`src/rtl/forwarding_hazard_unit_if.sv`:
```
// Decode-stage to hazard-unit bundle: ID instruction fields and flush in,
// stall / operand redirection / statistics out.
interface forwarding_hazard_unit_if #(
  parameter int REG_ADDR_W = 5,
  parameter int CNT_W      = 32
);
  logic                  id_valid;
  logic [REG_ADDR_W-1:0] id_rs;
  logic [REG_ADDR_W-1:0] id_rt;
  logic                  id_use_rs;
  logic                  id_use_rt;
  logic [REG_ADDR_W-1:0] id_dest;
  logic                  id_reg_write;
  logic                  id_mem_read;
  logic                  flush;
  logic                  stall;
  logic [3:0]            redirection_ctrl;
  logic [CNT_W-1:0]      stall_count;

  modport master (
    output id_valid, id_rs, id_rt, id_use_rs, id_use_rt,
           id_dest, id_reg_write, id_mem_read, flush,
    input  stall, redirection_ctrl, stall_count
  );

  modport slave (
    input  id_valid, id_rs, id_rt, id_use_rs, id_use_rt,
           id_dest, id_reg_write, id_mem_read, flush,
    output stall, redirection_ctrl, stall_count
  );
endinterface

```
`src/rtl/forwarding_hazard_unit.sv`:
```
// Hazard/forwarding controller for a 5-stage MIPS pipeline: tracks EX/MEM
// destination tags, drives EX operand redirection and load-use stalls.
module forwarding_hazard_unit #(
  parameter int REG_ADDR_W      = 5,
  parameter int LOAD_USE_STALLS = 1,
  parameter int CNT_W           = 32
) (
  input  logic                    clk,
  input  logic                    rst,
  forwarding_hazard_unit_if.slave bus
);
  localparam int SCNT_W = 2;
  localparam logic [0:0] IDLE  = 1'b0;
  localparam logic [0:0] STALL = 1'b1;

  typedef struct packed {
    logic                  valid;
    logic [REG_ADDR_W-1:0] dest;
    logic                  reg_write;
    logic                  mem_read;
  } ex_tag_t;

  typedef struct packed {
    logic                  valid;
    logic [REG_ADDR_W-1:0] dest;
    logic                  reg_write;
  } mem_tag_t;

  ex_tag_t           ex_tag, ex_tag_nxt;
  mem_tag_t          mem_tag;
  logic [0:0]        state, state_nxt;
  logic [SCNT_W-1:0] cnt, cnt_nxt;
  logic [3:0]        ctrl, ctrl_nxt;
  logic [CNT_W-1:0]  stall_count;

  logic rs_ex, rs_mem, rt_ex, rt_mem;
  logic load_use, stall_c, bubble;

  // Register $0 is hardwired to zero, so it never has a producer to forward from.
  function automatic logic producer_match(
    input logic                  valid,
    input logic [REG_ADDR_W-1:0] dest,
    input logic                  reg_write,
    input logic [REG_ADDR_W-1:0] src,
    input logic                  use_src
  );
    return valid & reg_write & (dest != '0) & (dest == src) & use_src;
  endfunction

  assign rs_ex  = producer_match(ex_tag.valid, ex_tag.dest, ex_tag.reg_write, bus.id_rs, bus.id_use_rs);
  assign rt_ex  = producer_match(ex_tag.valid, ex_tag.dest, ex_tag.reg_write, bus.id_rt, bus.id_use_rt);
  assign rs_mem = producer_match(mem_tag.valid, mem_tag.dest, mem_tag.reg_write, bus.id_rs, bus.id_use_rs);
  assign rt_mem = producer_match(mem_tag.valid, mem_tag.dest, mem_tag.reg_write, bus.id_rt, bus.id_use_rt);

  assign load_use = bus.id_valid & ex_tag.mem_read & (rs_ex | rt_ex);
  // Flush and reset both dominate any stall request, including one already in progress.
  assign stall_c  = ~rst & ~bus.flush & ((state == STALL) | load_use);
  assign bubble   = stall_c | bus.flush | ~bus.id_valid;

  always_comb begin
    // NOTE: every always_comb output gets a default first so no path leaves it unassigned (no latch).
    ex_tag_nxt = '0;
    ctrl_nxt   = 4'b0000;
    if (!bubble) begin
      ex_tag_nxt.valid     = 1'b1;
      ex_tag_nxt.dest      = bus.id_dest;
      ex_tag_nxt.reg_write = bus.id_reg_write;
      ex_tag_nxt.mem_read  = bus.id_mem_read;
      // EX is the younger producer, so it masks a MEM match on the same source.
      ctrl_nxt = {rt_mem & ~rt_ex, rt_ex, rs_mem & ~rs_ex, rs_ex};
    end
  end

  always_comb begin
    state_nxt = state;
    cnt_nxt   = cnt;
    if (bus.flush) begin
      state_nxt = IDLE;
      cnt_nxt   = '0;
    end else if (state == IDLE) begin
      if (load_use && (LOAD_USE_STALLS > 1)) begin
        state_nxt = STALL;
        cnt_nxt   = SCNT_W'(LOAD_USE_STALLS - 1);
      end
    end else begin
      cnt_nxt = cnt - SCNT_W'(1);
      if (cnt == SCNT_W'(1)) state_nxt = IDLE;
    end
  end

  // NOTE: sequential state uses non-blocking assignments so all registers update from pre-edge values.
  always_ff @(posedge clk) begin
    if (rst) begin
      ex_tag      <= '0;
      mem_tag     <= '0;
      state       <= IDLE;
      cnt         <= '0;
      ctrl        <= 4'b0000;
      stall_count <= '0;
    end else begin
      mem_tag.valid     <= ex_tag.valid;
      mem_tag.dest      <= ex_tag.dest;
      mem_tag.reg_write <= ex_tag.reg_write;
      ex_tag            <= ex_tag_nxt;
      state             <= state_nxt;
      cnt               <= cnt_nxt;
      ctrl              <= ctrl_nxt;
      if (stall_c && (stall_count != '1)) stall_count <= stall_count + CNT_W'(1);
    end
  end

  assign bus.stall            = stall_c;
  assign bus.redirection_ctrl = ctrl;
  assign bus.stall_count      = stall_count;
endmodule

```
`src/flat_wrapper.sv`:
```
// flat-port wrapper written by rule: the top's interface ports become plain ports
module forwarding_hazard_unit_flat 
#(
  parameter int REG_ADDR_W      = 5,
  parameter int LOAD_USE_STALLS = 1,
  parameter int CNT_W           = 32
)
  (clk, rst, bus_id_valid, bus_id_rs, bus_id_rt, bus_id_use_rs, bus_id_use_rt, bus_id_dest, bus_id_reg_write, bus_id_mem_read, bus_flush, bus_stall, bus_redirection_ctrl, bus_stall_count);
  forwarding_hazard_unit_if #(.REG_ADDR_W(REG_ADDR_W), .CNT_W(CNT_W)) bus_i ();
  input  logic clk;
  input  logic rst;
  input wire logic [$bits(bus_i.id_valid)-1:0] bus_id_valid;
  input wire logic [$bits(bus_i.id_rs)-1:0] bus_id_rs;
  input wire logic [$bits(bus_i.id_rt)-1:0] bus_id_rt;
  input wire logic [$bits(bus_i.id_use_rs)-1:0] bus_id_use_rs;
  input wire logic [$bits(bus_i.id_use_rt)-1:0] bus_id_use_rt;
  input wire logic [$bits(bus_i.id_dest)-1:0] bus_id_dest;
  input wire logic [$bits(bus_i.id_reg_write)-1:0] bus_id_reg_write;
  input wire logic [$bits(bus_i.id_mem_read)-1:0] bus_id_mem_read;
  input wire logic [$bits(bus_i.flush)-1:0] bus_flush;
  output wire logic [$bits(bus_i.stall)-1:0] bus_stall;
  output wire logic [$bits(bus_i.redirection_ctrl)-1:0] bus_redirection_ctrl;
  output wire logic [$bits(bus_i.stall_count)-1:0] bus_stall_count;
  assign bus_i.id_valid = bus_id_valid;
  assign bus_i.id_rs = bus_id_rs;
  assign bus_i.id_rt = bus_id_rt;
  assign bus_i.id_use_rs = bus_id_use_rs;
  assign bus_i.id_use_rt = bus_id_use_rt;
  assign bus_i.id_dest = bus_id_dest;
  assign bus_i.id_reg_write = bus_id_reg_write;
  assign bus_i.id_mem_read = bus_id_mem_read;
  assign bus_i.flush = bus_flush;
  assign bus_stall = bus_i.stall;
  assign bus_redirection_ctrl = bus_i.redirection_ctrl;
  assign bus_stall_count = bus_i.stall_count;
  forwarding_hazard_unit #(.REG_ADDR_W(REG_ADDR_W), .LOAD_USE_STALLS(LOAD_USE_STALLS), .CNT_W(CNT_W)) u_core (.clk(clk), .rst(rst), .bus(bus_i));
endmodule
```
`config.mk`:
```
export PLATFORM = sky130hd
export DESIGN_NAME = forwarding_hazard_unit_flat
export DESIGN_NICKNAME = d
export VERILOG_FILES = /design/src/rtl/forwarding_hazard_unit_if.sv /design/src/rtl/forwarding_hazard_unit.sv /design/src/flat_wrapper.sv
export SDC_FILE = /design/constraint.sdc
export NUM_CORES = 1
export LEC_CHECK = 0
export BUFFER_PORTS_ARGS = -buffer_cell sky130_fd_sc_hd__buf_4
export CORE_ASPECT_RATIO = 1.5
export CORE_MARGIN = 3
export CORE_UTILIZATION = 45
export CTS_BUF_LIST = sky130_fd_sc_hd__clkbuf_16
export CTS_CLUSTER_SIZE = 14
export DETAILED_ROUTE_END_ITERATION = 8
export PLACE_DENSITY = 0.82
export SYNTH_ARGS = -nofsm -noshare
export SYNTH_HDL_FRONTEND = slang
export SYNTH_SLANG_ARGS = --single-unit
```
`constraint.sdc`:
```
create_clock -name clk -period 2.1 [get_ports clk]
set_clock_uncertainty 0.05 [all_clocks]
set_input_delay 0.42 -clock clk [delete_from_list [all_inputs] [get_ports clk]]
set_output_delay 0.42 -clock clk [all_outputs]
set_load 0.1 [all_outputs]
```
==> reports/metrics.yaml <==
cts:
  clk_path_buf_depth: 2
  cts_hold_repair.buffers: 0
  cts_max_level: 2
  cts_buffers: 5
  clockRootBuffer: "sky130_fd_sc_hd__clkbuf_16"
  clk_latency_ns: 0.29
  cts_sink_count: 54
  clkSlewWorstSetupHoldPaths_ns: 0.07
  cts_tree: "built"
routing:
  post-route-drc-count: 0
  number_of_nets_with_antenna_violations_after_routing: 0
  route.vias.total: 2616
  drt_pre_antenna_iters: 7
  drt-total-wl_mm: 7.64
  routed_via_density: 5.58
  drtIter0Drc: 178
  route.detailed.wl_per_inst_um: 16.3
power:
  power_leakage_nw: 1.63
  ir_worst_vdd_mv: 0.431
  power.density_nw_per_um2: 530
floorplan:
  floorplan.io_pins: 60
  row_count: 32
  floorplan.initialDensity_pct: 47.9
  chipHeight_um: 97.9
  die-area_um2: 6590
  fp.dieW_um: 67.3
  placeableCoreArea_um2: 5290
setup_path:
  timing_worst_setup_path_type: "reg2out"
  timing.critical_path.slowest_cell_delay_ns: 0.54
  worst_setup_path_end_kind: "output pin"
  crit_chain: "or4_4 > o21ai_2 > nor2_1 > o21ai_2 > and2_4 > clkinvlp_4 > buf_12"
  critical-path-top-delay-family: "simple AND/OR/NAND/NOR gates"
  crit_path_top_delay_cell: "sky130_fd_sc_hd__or4_4"
  critical_path_depth: 7
  crit_path_start_kind: "flop"
  worstPathRequired_ns: 1.63
  critical_path.max_fanout: 3
  critical_path.most_common_cell: "sky130_fd_sc_hd__o21ai_2"
  arrival_ns: 1.91
  r2r.worst_path.cells: 11
  path_buf_inv: 2
  setup.reg_to_reg.worst_slack_ns: -0.20
synth:
  synth_cells: 288
  mappedNetlistNets: 313
  yosysTopAreaCell: "sky130_fd_sc_hd__dfxtp_1"
  synth_seq_cells: 54
  post_synth_main_area_contributors: "sky130_fd_sc_hd__dfxtp_1, sky130_fd_sc_hd__xnor2_1, sky130_fd_sc_hd__nor2_1"
  synth_enable_flop_cells: 0
  synth.avg_cell_area_um2: 8.80
  yosysUniqueCellTypes: 46
  synthArstFlopShare_pct: 0
  synth_most_common_cell: "sky130_fd_sc_hd__dfxtp_1"
  portion_of_the_post_synthesis_area_used_by_sequential_elements_pct: 42.7
  synth.cell_area_um2: 2530
  post-synth-top-area-fraction_pct: 42.7
  synth_warnings: 0
  synthTopCellsByCount: "sky130_fd_sc_hd__dfxtp_1, sky130_fd_sc_hd__nor2_1, sky130_fd_sc_hd__xnor2_1"
  synth-main-ff-cell: "sky130_fd_sc_hd__dfxtp_1"
outcome:
  violations: "setup timing"
  status: "finished, violations left"
hold_path:
  worst_hold_path.num_cells: 2
  min_path_type: "in2reg"
timing:
  max_freq_mhz: 420
  setup_repair_after_global_routing_missed_its_margin: "yes"
  post-route-period-util_pct: 113
  max_slew_margin_pct: 70.2
  hold_viol_final: 0
  final.min_clock_period_ns: 2.38
  setup_ws_ns: -0.280
  number_of_pins_with_negative_max_slew_slack_in_the_final_report: 0
  timing.final.setup_violations: 9
  slew_at_the_pin_closest_to_its_max_slew_limit_ns: 0.447
  totalNegativeSetupSlack_ns: -1.20
finish:
  layout-drive-gt1-share_pct: 48.9
  antenna-diode-count: 0
  layoutNonFillerInstCount: 469
  layout.nets: 425
  area.growth.synth_to_final_pct: 53.8
  layout.core_utilization_pct: 73.7
job:
  maxCapViolations: 0
grt:
  vias_in_the_first_global_route: 2450
  antenna_found_initial: 0
  wire_length_of_the_first_global_routing_pass_mm: 10.7
  maximum_number_of_pins_on_one_net_before_global_route_repair: 44
  grt.total_usage_pct: 20.4
  gr-total-overflow: 0
place:
  detailed_place_hpwl_mm: 4.87
  placed_cells: 448
  gp_routability_congestion: 0.861
  port_buffers: 59
[path summary, 6_finish.rpt]
check	start	to
worst min-delay path	bus_id_dest[0]	u_core.ex_tag[2]
worst min register to register	u_core.mem_tag[6]	u_core.bus.redirection_ctrl[1]
worst max-delay path	u_core.ex_tag[2]	bus_stall
worst max register to register	u_core.ex_tag[2]	u_core.bus.stall_count[6]
[flip-flops by register name, summed over array words and instances (netlist names)]
signal and flops:
u_core.state 1, u_core.bus.stall_count 32, u_core.bus.redirection_ctrl 4, u_core.mem_tag 7, u_core.ex_tag 8, u_core.cnt 2
[layout make-up]
cell class / count / area (um^2)
Multi-Input combinational cell: 219 / 1580
Fill cell: 358 / 1390
Sequential cell: 54 / 1170
Timing Repair Buffer: 114 / 880
Clock buffer: 5 / 125
Tap cell: 68 / 85.1
Clock inverter: 3 / 37.5
Inverter: 6 / 26.3
[stage by stage]
step,worst slack [ns],cell area (um^2),hold WS (ns),power (W)
after floorplan,-0.135,2650,0.380,0.00109
after global placement,-0.172,3450,0.422,0.00115
after detailed placement,-0.284,3450,0.425,0.00116
after CTS,-0.295,3690,0.276,0.00207
after global routing,-0.318,3900,0.280,0.00212
final,-0.280,3900,0.280,0.00206
[kinds of logic (layout without fill, tap and decap cells)]
group	Yosys count	after routing	synth area share [%]
flops	54	54	42.7
mux	2	2	0.839
buf+inv	15	128	2.57
xor+xnor	36	36	12.4
compound gates	43	43	10.4
fa+ha+maj	2	2	0.987
simple gates	136	136	30.1
[cell usage in the layout (no fill, tap or decap), types with 11 or more instances in the layout]
master                    synthesis  final
sky130_fd_sc_hd__buf_4            0    110
sky130_fd_sc_hd__nor2_1          31     31
sky130_fd_sc_hd__xnor2_1         24     23
sky130_fd_sc_hd__dfxtp_1         54     20
sky130_fd_sc_hd__dfxtp_4          0     18
sky130_fd_sc_hd__nand2_1         18     17
sky130_fd_sc_hd__dfxtp_2          0     16
sky130_fd_sc_hd__a21oi_1         17     15
sky130_fd_sc_hd__nand4_1         13     13
sky130_fd_sc_hd__xor2_1          12     12
sky130_fd_sc_hd__o21ai_0         12     11
[power by group]
| group | internal (W) | total [W] | switching (W) |
|---|---|---|---|
| Combinational | 0.0000718 | 0.000130 | 0.0000581 |
| Sequential | 0.00101 | 0.00101 | 0.00000656 |
| Clock | 0.000555 | 0.000920 | 0.000366 |
[repair_timing]
| action | CTS | global route |
|---|---|---|
| pin swaps | 7 | 5 |
| gates resized for setup | 7 | 31 |
| buffers inserted | 6 | 6 |
| endpoints found under the setup margin | 9 | 33 |
| cloned | 0 | 1 |
[metal layers]
| metal | up-vias | GRT usage [%] | part of all wire [%] |
|---|---|---|---|
| met5 | - | 0 | 0 |
| li1 | 1241 | - | - |
| met1 | 1275 | 22.8 | 38 |
| met3 | 21 | 3.45 | 4.0 |
| met2 | 79 | 37.0 | 56 |
| met4 | 0 | 7.97 | 2.5 |
(Power assumes the default switching activity.)
